`src/rtl/forwarding_controller_pkg.sv`:
```
// Shared types for the dual-issue forwarding controller.
//   fwd_mode_t    : 3-bit operand-mux select driven to the EX-stage muxes.
//   stage_entry_t : one lane's slot in the shadow pipeline {valid, rd, we, is_load}.
//   produces()    : producer-match rule shared by mode selection, load-use and pair checks.
package forwarding_controller_pkg;

  localparam int NUM_REGS = 32;
  localparam int REG_AW   = $clog2(NUM_REGS);

  typedef enum logic [2:0] {
    FWD_NORMAL         = 3'b000,
    FWD_BRANCH_EXECUTE = 3'b001,
    FWD_MEMORY_EXECUTE = 3'b010,
    FWD_BRANCH_MEMORY  = 3'b011,
    FWD_MEMORY_MEMORY  = 3'b100,
    FWD_BRANCH_WB      = 3'b101,
    FWD_MEMORY_WB      = 3'b110
  } fwd_mode_t;

  typedef struct packed {
    logic              valid;
    logic [REG_AW-1:0] rd;
    logic              we;
    logic              is_load;
  } stage_entry_t;

  // x0 is hardwired to zero, so a write to it never produces a value.
  function automatic logic produces(stage_entry_t e, logic [REG_AW-1:0] src);
    return e.valid && e.we && (e.rd != '0) && (e.rd == src);
  endfunction

endpackage

```
`src/rtl/forwarding_controller_fwd_select.sv`:
```
// Combinational mode select for one EX operand.
//   src              : decode-stage source register
//   e_b/e_m          : producers that will sit in EX/MEM when the consumer is in EX
//   p1_b/p1_m        : producers that will sit in MEM/WB
//   p2_b/p2_m        : producers that will sit in WB
//   mode             : resulting 3-bit select
// Nearest stage wins; within a stage the Branch lane (younger of the pair) wins.
module forwarding_controller_fwd_select
  import forwarding_controller_pkg::*;
(
  input  logic [REG_AW-1:0] src,
  input  stage_entry_t      e_b,
  input  stage_entry_t      e_m,
  input  stage_entry_t      p1_b,
  input  stage_entry_t      p1_m,
  input  stage_entry_t      p2_b,
  input  stage_entry_t      p2_m,
  output fwd_mode_t         mode
);

  always_comb begin
    // NOTE: every always_comb output gets a default first so no path leaves it
    // unassigned, which would otherwise infer a latch.
    mode = FWD_NORMAL;
    if      (produces(e_b,  src)) mode = FWD_BRANCH_EXECUTE;
    else if (produces(e_m,  src)) mode = FWD_MEMORY_EXECUTE;
    else if (produces(p1_b, src)) mode = FWD_BRANCH_MEMORY;
    else if (produces(p1_m, src)) mode = FWD_MEMORY_MEMORY;
    else if (produces(p2_b, src)) mode = FWD_BRANCH_WB;
    else if (produces(p2_m, src)) mode = FWD_MEMORY_WB;
  end

endmodule

```
`src/rtl/forwarding_controller.sv`:
```
// Forwarding controller for the dual-issue pipeline (Branch lane + Memory lane).
// Ports:
//   clk, rst (sync, active-high), global_stall (hold all), flush (kill decode pair / EX entry)
//   dec_*            : decode pair sources, destinations, write enables, Memory-lane load flag
//   fwd_*_rs*        : registered 3-bit operand-mux selects, valid in the consumer's EX cycle
//   load_use_stall   : combinational decode stall request (load in EX feeding decode)
//   pair_dep         : combinational flag, Branch source == Memory rd inside the decode pair
// A shadow pipeline E/P1/P2/P3 mirrors the destination info of in-flight instructions.
module forwarding_controller
  import forwarding_controller_pkg::*;
(
  input  logic              clk,
  input  logic              rst,
  input  logic              global_stall,
  input  logic              flush,
  input  logic              dec_valid_b,
  input  logic              dec_valid_m,
  input  logic [REG_AW-1:0] dec_rs1_b,
  input  logic [REG_AW-1:0] dec_rs2_b,
  input  logic [REG_AW-1:0] dec_rs1_m,
  input  logic [REG_AW-1:0] dec_rs2_m,
  input  logic [REG_AW-1:0] dec_rd_b,
  input  logic [REG_AW-1:0] dec_rd_m,
  input  logic              dec_we_b,
  input  logic              dec_we_m,
  input  logic              dec_is_load_m,
  output logic [2:0]        fwd_b_rs1,
  output logic [2:0]        fwd_b_rs2,
  output logic [2:0]        fwd_m_rs1,
  output logic [2:0]        fwd_m_rs2,
  output logic              load_use_stall,
  output logic              pair_dep
);

  stage_entry_t e_b,  e_m;
  stage_entry_t p1_b, p1_m;
  stage_entry_t p2_b, p2_m;
  stage_entry_t p3_b, p3_m;

  stage_entry_t dec_b, dec_m;

  fwd_mode_t nxt_b_rs1, nxt_b_rs2, nxt_m_rs1, nxt_m_rs2;
  fwd_mode_t mode_b_rs1, mode_b_rs2, mode_m_rs1, mode_m_rs2;

  logic load_hit;

  // Loads only issue in the Memory lane, so the Branch entry never carries is_load.
  assign dec_b = '{valid: dec_valid_b, rd: dec_rd_b, we: dec_we_b, is_load: 1'b0};
  assign dec_m = '{valid: dec_valid_m, rd: dec_rd_m, we: dec_we_m, is_load: dec_is_load_m};

  // Modes are decided one cycle early: what is in E now is in EX/MEM when
  // the consumer reaches EX, P1 lands in MEM/WB and P2 in WB.
  forwarding_controller_fwd_select u_sel_b_rs1 (
    .src(dec_rs1_b), .e_b(e_b), .e_m(e_m), .p1_b(p1_b), .p1_m(p1_m),
    .p2_b(p2_b), .p2_m(p2_m), .mode(nxt_b_rs1)
  );
  forwarding_controller_fwd_select u_sel_b_rs2 (
    .src(dec_rs2_b), .e_b(e_b), .e_m(e_m), .p1_b(p1_b), .p1_m(p1_m),
    .p2_b(p2_b), .p2_m(p2_m), .mode(nxt_b_rs2)
  );
  forwarding_controller_fwd_select u_sel_m_rs1 (
    .src(dec_rs1_m), .e_b(e_b), .e_m(e_m), .p1_b(p1_b), .p1_m(p1_m),
    .p2_b(p2_b), .p2_m(p2_m), .mode(nxt_m_rs1)
  );
  forwarding_controller_fwd_select u_sel_m_rs2 (
    .src(dec_rs2_m), .e_b(e_b), .e_m(e_m), .p1_b(p1_b), .p1_m(p1_m),
    .p2_b(p2_b), .p2_m(p2_m), .mode(nxt_m_rs2)
  );

  // A load in E has no data until MEM/WB, so any decode reader must wait one
  // cycle; afterwards it matches the load in P1 as Memory_Memory.
  always_comb begin
    load_hit = 1'b0;
    if (e_m.is_load) begin
      load_hit = (dec_valid_b && (produces(e_m, dec_rs1_b) || produces(e_m, dec_rs2_b))) ||
                 (dec_valid_m && (produces(e_m, dec_rs1_m) || produces(e_m, dec_rs2_m)));
    end
  end

  assign load_use_stall = load_hit && !flush;

  // Informational only; dec_m's valid bit is folded in by produces().
  assign pair_dep = !flush && dec_valid_b &&
                    (produces(dec_m, dec_rs1_b) || produces(dec_m, dec_rs2_b));

  always_ff @(posedge clk) begin
    // NOTE: sequential state uses non-blocking assignments so every register
    // samples pre-edge values and the shift P1<-E, P2<-P1 is order-independent.
    if (rst) begin
      e_b        <= '0;
      e_m        <= '0;
      p1_b       <= '0;
      p1_m       <= '0;
      p2_b       <= '0;
      p2_m       <= '0;
      p3_b       <= '0;
      p3_m       <= '0;
      mode_b_rs1 <= FWD_NORMAL;
      mode_b_rs2 <= FWD_NORMAL;
      mode_m_rs1 <= FWD_NORMAL;
      mode_m_rs2 <= FWD_NORMAL;
    end else if (!global_stall) begin
      p1_b <= e_b;
      p1_m <= e_m;
      p2_b <= p1_b;
      p2_m <= p1_m;
      p3_b <= p2_b;
      p3_m <= p2_m;
      if (flush || load_use_stall) begin
        e_b        <= '0;
        e_m        <= '0;
        mode_b_rs1 <= FWD_NORMAL;
        mode_b_rs2 <= FWD_NORMAL;
        mode_m_rs1 <= FWD_NORMAL;
        mode_m_rs2 <= FWD_NORMAL;
      end else begin
        e_b        <= dec_b;
        e_m        <= dec_m;
        mode_b_rs1 <= nxt_b_rs1;
        mode_b_rs2 <= nxt_b_rs2;
        mode_m_rs1 <= nxt_m_rs1;
        mode_m_rs2 <= nxt_m_rs2;
      end
    end
  end

  // The WB stage is tracked so the shadow mirrors the real pipeline, but it
  // never forwards: the register file writes before it is read.
  logic unused_p3;
  assign unused_p3 = ^{p3_b, p3_m};

  assign fwd_b_rs1 = mode_b_rs1;
  assign fwd_b_rs2 = mode_b_rs2;
  assign fwd_m_rs1 = mode_m_rs1;
  assign fwd_m_rs2 = mode_m_rs2;

endmodule
```
`config.mk`:
```
export PLATFORM = sky130hd
export DESIGN_NAME = forwarding_controller
export DESIGN_NICKNAME = d
export VERILOG_FILES = /design/src/rtl/forwarding_controller_pkg.sv /design/src/rtl/forwarding_controller_fwd_select.sv /design/src/rtl/forwarding_controller.sv
export SDC_FILE = /design/constraint.sdc
export NUM_CORES = 1
export LEC_CHECK = 0
export CAP_MARGIN = 20
export CORE_MARGIN = 10
export CORE_UTILIZATION = 50
export DETAILED_ROUTE_END_ITERATION = 10
export PLACE_DENSITY = 0.74
export SYNTH_ARGS = -nofsm -noshare
export SYNTH_HDL_FRONTEND = slang
export SYNTH_SLANG_ARGS = --single-unit
```
`constraint.sdc`:
```
create_clock -name clk -period 5.3 [get_ports clk]
set_input_delay 1.59 -clock clk [delete_from_list [all_inputs] [get_ports clk]]
set_output_delay 1.59 -clock clk [all_outputs]
set_load 0.005 [all_outputs]
```
==> results by stage <==
STA:
- The achievable frequency is 193 MHz.
- At the pin with the least slew margin, the transition time is 1.00 ns.
- The worst clock skew is 0.00604 ns.
- The number of hold-slack violations in the final timing report is 0.
- Setup repair after global routing left no endpoint under its margin.
- In the final timing run, aggregate negative setup slack is 0 ns.
- In the post-route analysis, the smallest setup slack over all paths is 0.113 ns.
- Headroom to the max-slew limit came out at 0.333.
- The final number of max-transition violations is 0.
- In the finished design, the share of the clock period the worst path needs comes to 0.979.
- The final-report setup violation count is 0.
- The clock period could shrink to 5.19 ns.

Setup path:
- The register-to-register setup slack is 3.00 ns.
- The most numerous cell type found on the critical path is sky130_fd_sc_hd__clkdlybuf4s50_1.
- Among all stages on the critical path, the largest delay is contributed by sky130_fd_sc_hd__clkdlybuf4s50_1.
- The largest single stage delay on the critical path is 0.59 ns.
- The required arrival time at the worst endpoint is 3.71 ns.
- In this run the worst path has a maximum fanout of 4.
- The critical path is of the in2out type.
- Walking the worst path, the cells encountered are clkdlybuf4s50_1 > xor2_1 > nor3_1 > nand3_1 > a221oi_1 > clkdlybuf4s50_1.
- The data arrival time at the worst-slack endpoint is 3.60 ns.
- The startpoint type of the worst setup path is an input port.
- STA classifies the critical path endpoint as an output pin.

GRT:
- After global routing the overflow that remains totals 0.
- The total track usage is 0.187.
- The initial antenna violation count is 0.
- The via count of the first global-routing pass was 3,338.
- Entering global routing, the biggest net connects 40 pins.
- The wire length of the first global-routing pass is 17,500 um.

Placement:
- Before CTS, the worst setup slack after placement is 0.124 ns.
- Once detailed placement completed, the half-perimeter wirelength came to 8620 um.
- The final weighted congestion in routability-driven placement is 0.982.
- The post-placement cell count is 576.
- In this run the tool buffered the top-level ports with 52 buffer cells.

Yosys:
- Summed over all instances, the cell type with the most area after synthesis is sky130_fd_sc_hd__dfxtp_1.
- After synthesis, the most frequently instantiated cells are 75 x sky130_fd_sc_hd__xor2_1, 55 x sky130_fd_sc_hd__dfxtp_1, 55 x sky130_fd_sc_hd__xnor2_1.
- In this run, synthesis produced a sequential element count of 55.
- In the post-synthesis netlist, the cell with the most instances is sky130_fd_sc_hd__xor2_1.
- After technology mapping, the gate count stands at 458.
- After synthesis, the mean cell area works out to 8.53 um^2.
- The number of different library cells in the post-synthesis netlist is 47.
- The Yosys warning count is 0.
- The synthesized design contains 0 enable-type register cells.
- Sorting the synthesized cells by area gives the leading types as sky130_fd_sc_hd__dfxtp_1 28%, sky130_fd_sc_hd__xor2_1 17%, sky130_fd_sc_hd__xnor2_1 12%.
- The prevailing post-synth register cell is sky130_fd_sc_hd__dfxtp_1.
- The net count after synthesis is 497.
- The share of synthesized area occupied by flip-flops and latches is 0.282.
- The mapped netlist covers 0.00391 mm^2.
- The portion of synthesized cell area occupied by the leading cell type is 0.282.
- The async set-or-reset flop fraction in the synthesized netlist is 0.

Floorplanning:
- The die covers 0.0118 mm^2.
- In this run the vertical extent of the chip is 108 um.
- The I/O pin count is 53.
- The region available for standard cell placement spans 0.00765 mm^2.
- For this configuration, the core starts out at a cell density of 0.511.
- The die outline width is 108 um.
- The number of core rows is 32.

Layout:
- For this run, the share of the core covered by cells in the final layout is 0.597.
- The final antenna diode count is 0.
- Fill cells in the final layout number 661.
- Once layout is complete, the cells apart from fillers number 583.
- The area growth from synthesis to layout is 16.8%.
- The net count of the finished layout is 520.
- The fraction of final layout cells sized beyond drive strength 1 is 0.0894.

Clock network:
- The post-CTS clock slew at the launch and capture registers of the worst setup and hold paths is 0.09 ns.
- The number of buffers on the longest clock path is 2.
- Clock tree synthesis selected as its root buffer the cell sky130_fd_sc_hd__clkbuf_8.
- The number of hold-repair buffers added at the cts stage is 0.
- After clock tree synthesis, the repair step resized 0 gates.
- The number of buffers added by the clock tree synthesis step is 5.
- The number of buffers added for setup after CTS is 0.
- The latest clock arrival within the worst-skew pair is 0.32 ns.
- The CTS sink count is 55.
- The H-tree depth is 2.
- The TritonCTS clock tree is done.

Drt:
- In the final routed layout, each cell accounts on average for 19.1 um.
- The DRC violation count after routing is 0.
- The via count normalized by instance count is 5.76.
- The total routed wirelength is 11,100 um.
- The first detailed-routing pass ran for 4 iterations.
- The antenna violation net count after detailed routing is 0.
- The initial detailed-routing violation count is 184.
- The routed layout has 3,356 vias.

Pwr:
- Of the total power, the clock network draws 0.277.
- The part of the power in combinational logic is 0.204.
- The internal power consumption is 0.000614 W.
- Of the total power, the share spent switching nets is 0.277.
- The share of power burned in registers is 0.518.
- Summing internal, switching and leakage power gives 0.000848 W.
- The largest vdd supply drop is 145 uV.
- The leakage dissipation is 1.86 nW.
- In this run the power spent charging and discharging nets is 0.000235 W.
- For this design the ratio of total power to cell area is 186 mW/mm^2.

Min path:
- The path class of the lowest-slack min-delay path is reg2reg.

Status:
- The flow ran to the end, and the final reports show no timing, DRC or antenna violations.

Flow run:
- The max-cap check violation count is 0.
final timing paths:
kind | cells past startpoint | startpoint | to
worst max-delay path | 6 | dec_rs1_b[1] | pair_dep
worst min-delay path | 2 | fwd_b_rs1[1] | fwd_b_rs1[1]
worst max register to register | 8 | e_m[5] | fwd_b_rs1[2]
worst min register to register | 2 | fwd_b_rs1[1] | fwd_b_rs1[1]
cell usage in the layout (no fill, tap or decap), drive strengths merged, types with 2 or more instances in the layout:
cell	n
xor2	75
xnor2	55
dfxtp	55
clkdlybuf4s50	51
nor2	37
mux2i	28
buf	27
nor3	19
nand3	19
a22o	15
nand2	12
nor4	10
nand4	9
o21ai	7
a21oi	6
clkbuf	6
nor2b	5
a32o	5
a221oi	4
and2	3
or4	3
nand2b	3
o211ai	3
a211oi	2
a21boi	2
inv	2
nor3b	2
o31ai	2
or3	2
o311a	2
state kept, by name (all words and copies together) (netlist names), 7 cells and up:
register	count
p1_m	7
e_m	8
p2_m	7
e_b	7
p1_b	7
p2_b	7
cell families (layout without fill, tap and decap cells):
logic type                after synthesis  in the layout  share of synthesized area
xor gates and xnor gates              130            130                      0.291
and+or+nand+nor                       127            127                      0.167
buffers and inverters                  64             87                     0.0724
DFF                                    55             55                      0.282
AOI/OAI and AO/OA                      54             54                      0.116
muxes                                  28             28                     0.0717
power groups by stage:
stage               clock network [W]  logic, W  registers, W
finish                       0.000235  0.000173      0.000440
global route                 0.000254  0.000187      0.000441
CTS                          0.000238  0.000172      0.000439
detailed placement                  0  0.000172      0.000449
global placement                    0  0.000166      0.000449
floorplan                           0  0.000124      0.000433
final cells by class:
type | count | area, um^2 | area share
multi-input cells | 339 | 2530 | 0.554
flip-flops and latches | 55 | 1100 | 0.241
repair buffers | 78 | 711 | 0.156
well taps | 102 | 128 | 0.0280
clock buffers | 6 | 82.6 | 0.0181
inverters | 2 | 7.51 | 0.00165
clock inverters | 1 | 5.00 | 0.00110
routing by layer:
metal / GRT usage / part of all wire / vias up
met5: 0 / 0 / -
met4: 0.0669 / 0.024 / 0
met3: 0.0351 / 0.062 / 31
met2: 0.308 / 0.48 / 107
met1: 0.239 / 0.43 / 1625
li1: - / - / 1593
worst max-delay path, delay by kind of cell:
family          cells  cell delay, ns
buf+inv             2            1.14
compound gates      1            0.35
simple gates        2            0.29
xor+xnor            1            0.22
through the flow:
stage	hold WS (ns)	area, um^2
after global placement	0.439	4470
after CTS	0.464	4560
final	0.460	4560
after floorplan	0.449	3910
after detailed placement	0.445	4470
after global routing	0.494	4560
Note: power is estimated with default switching activity, not from simulation.
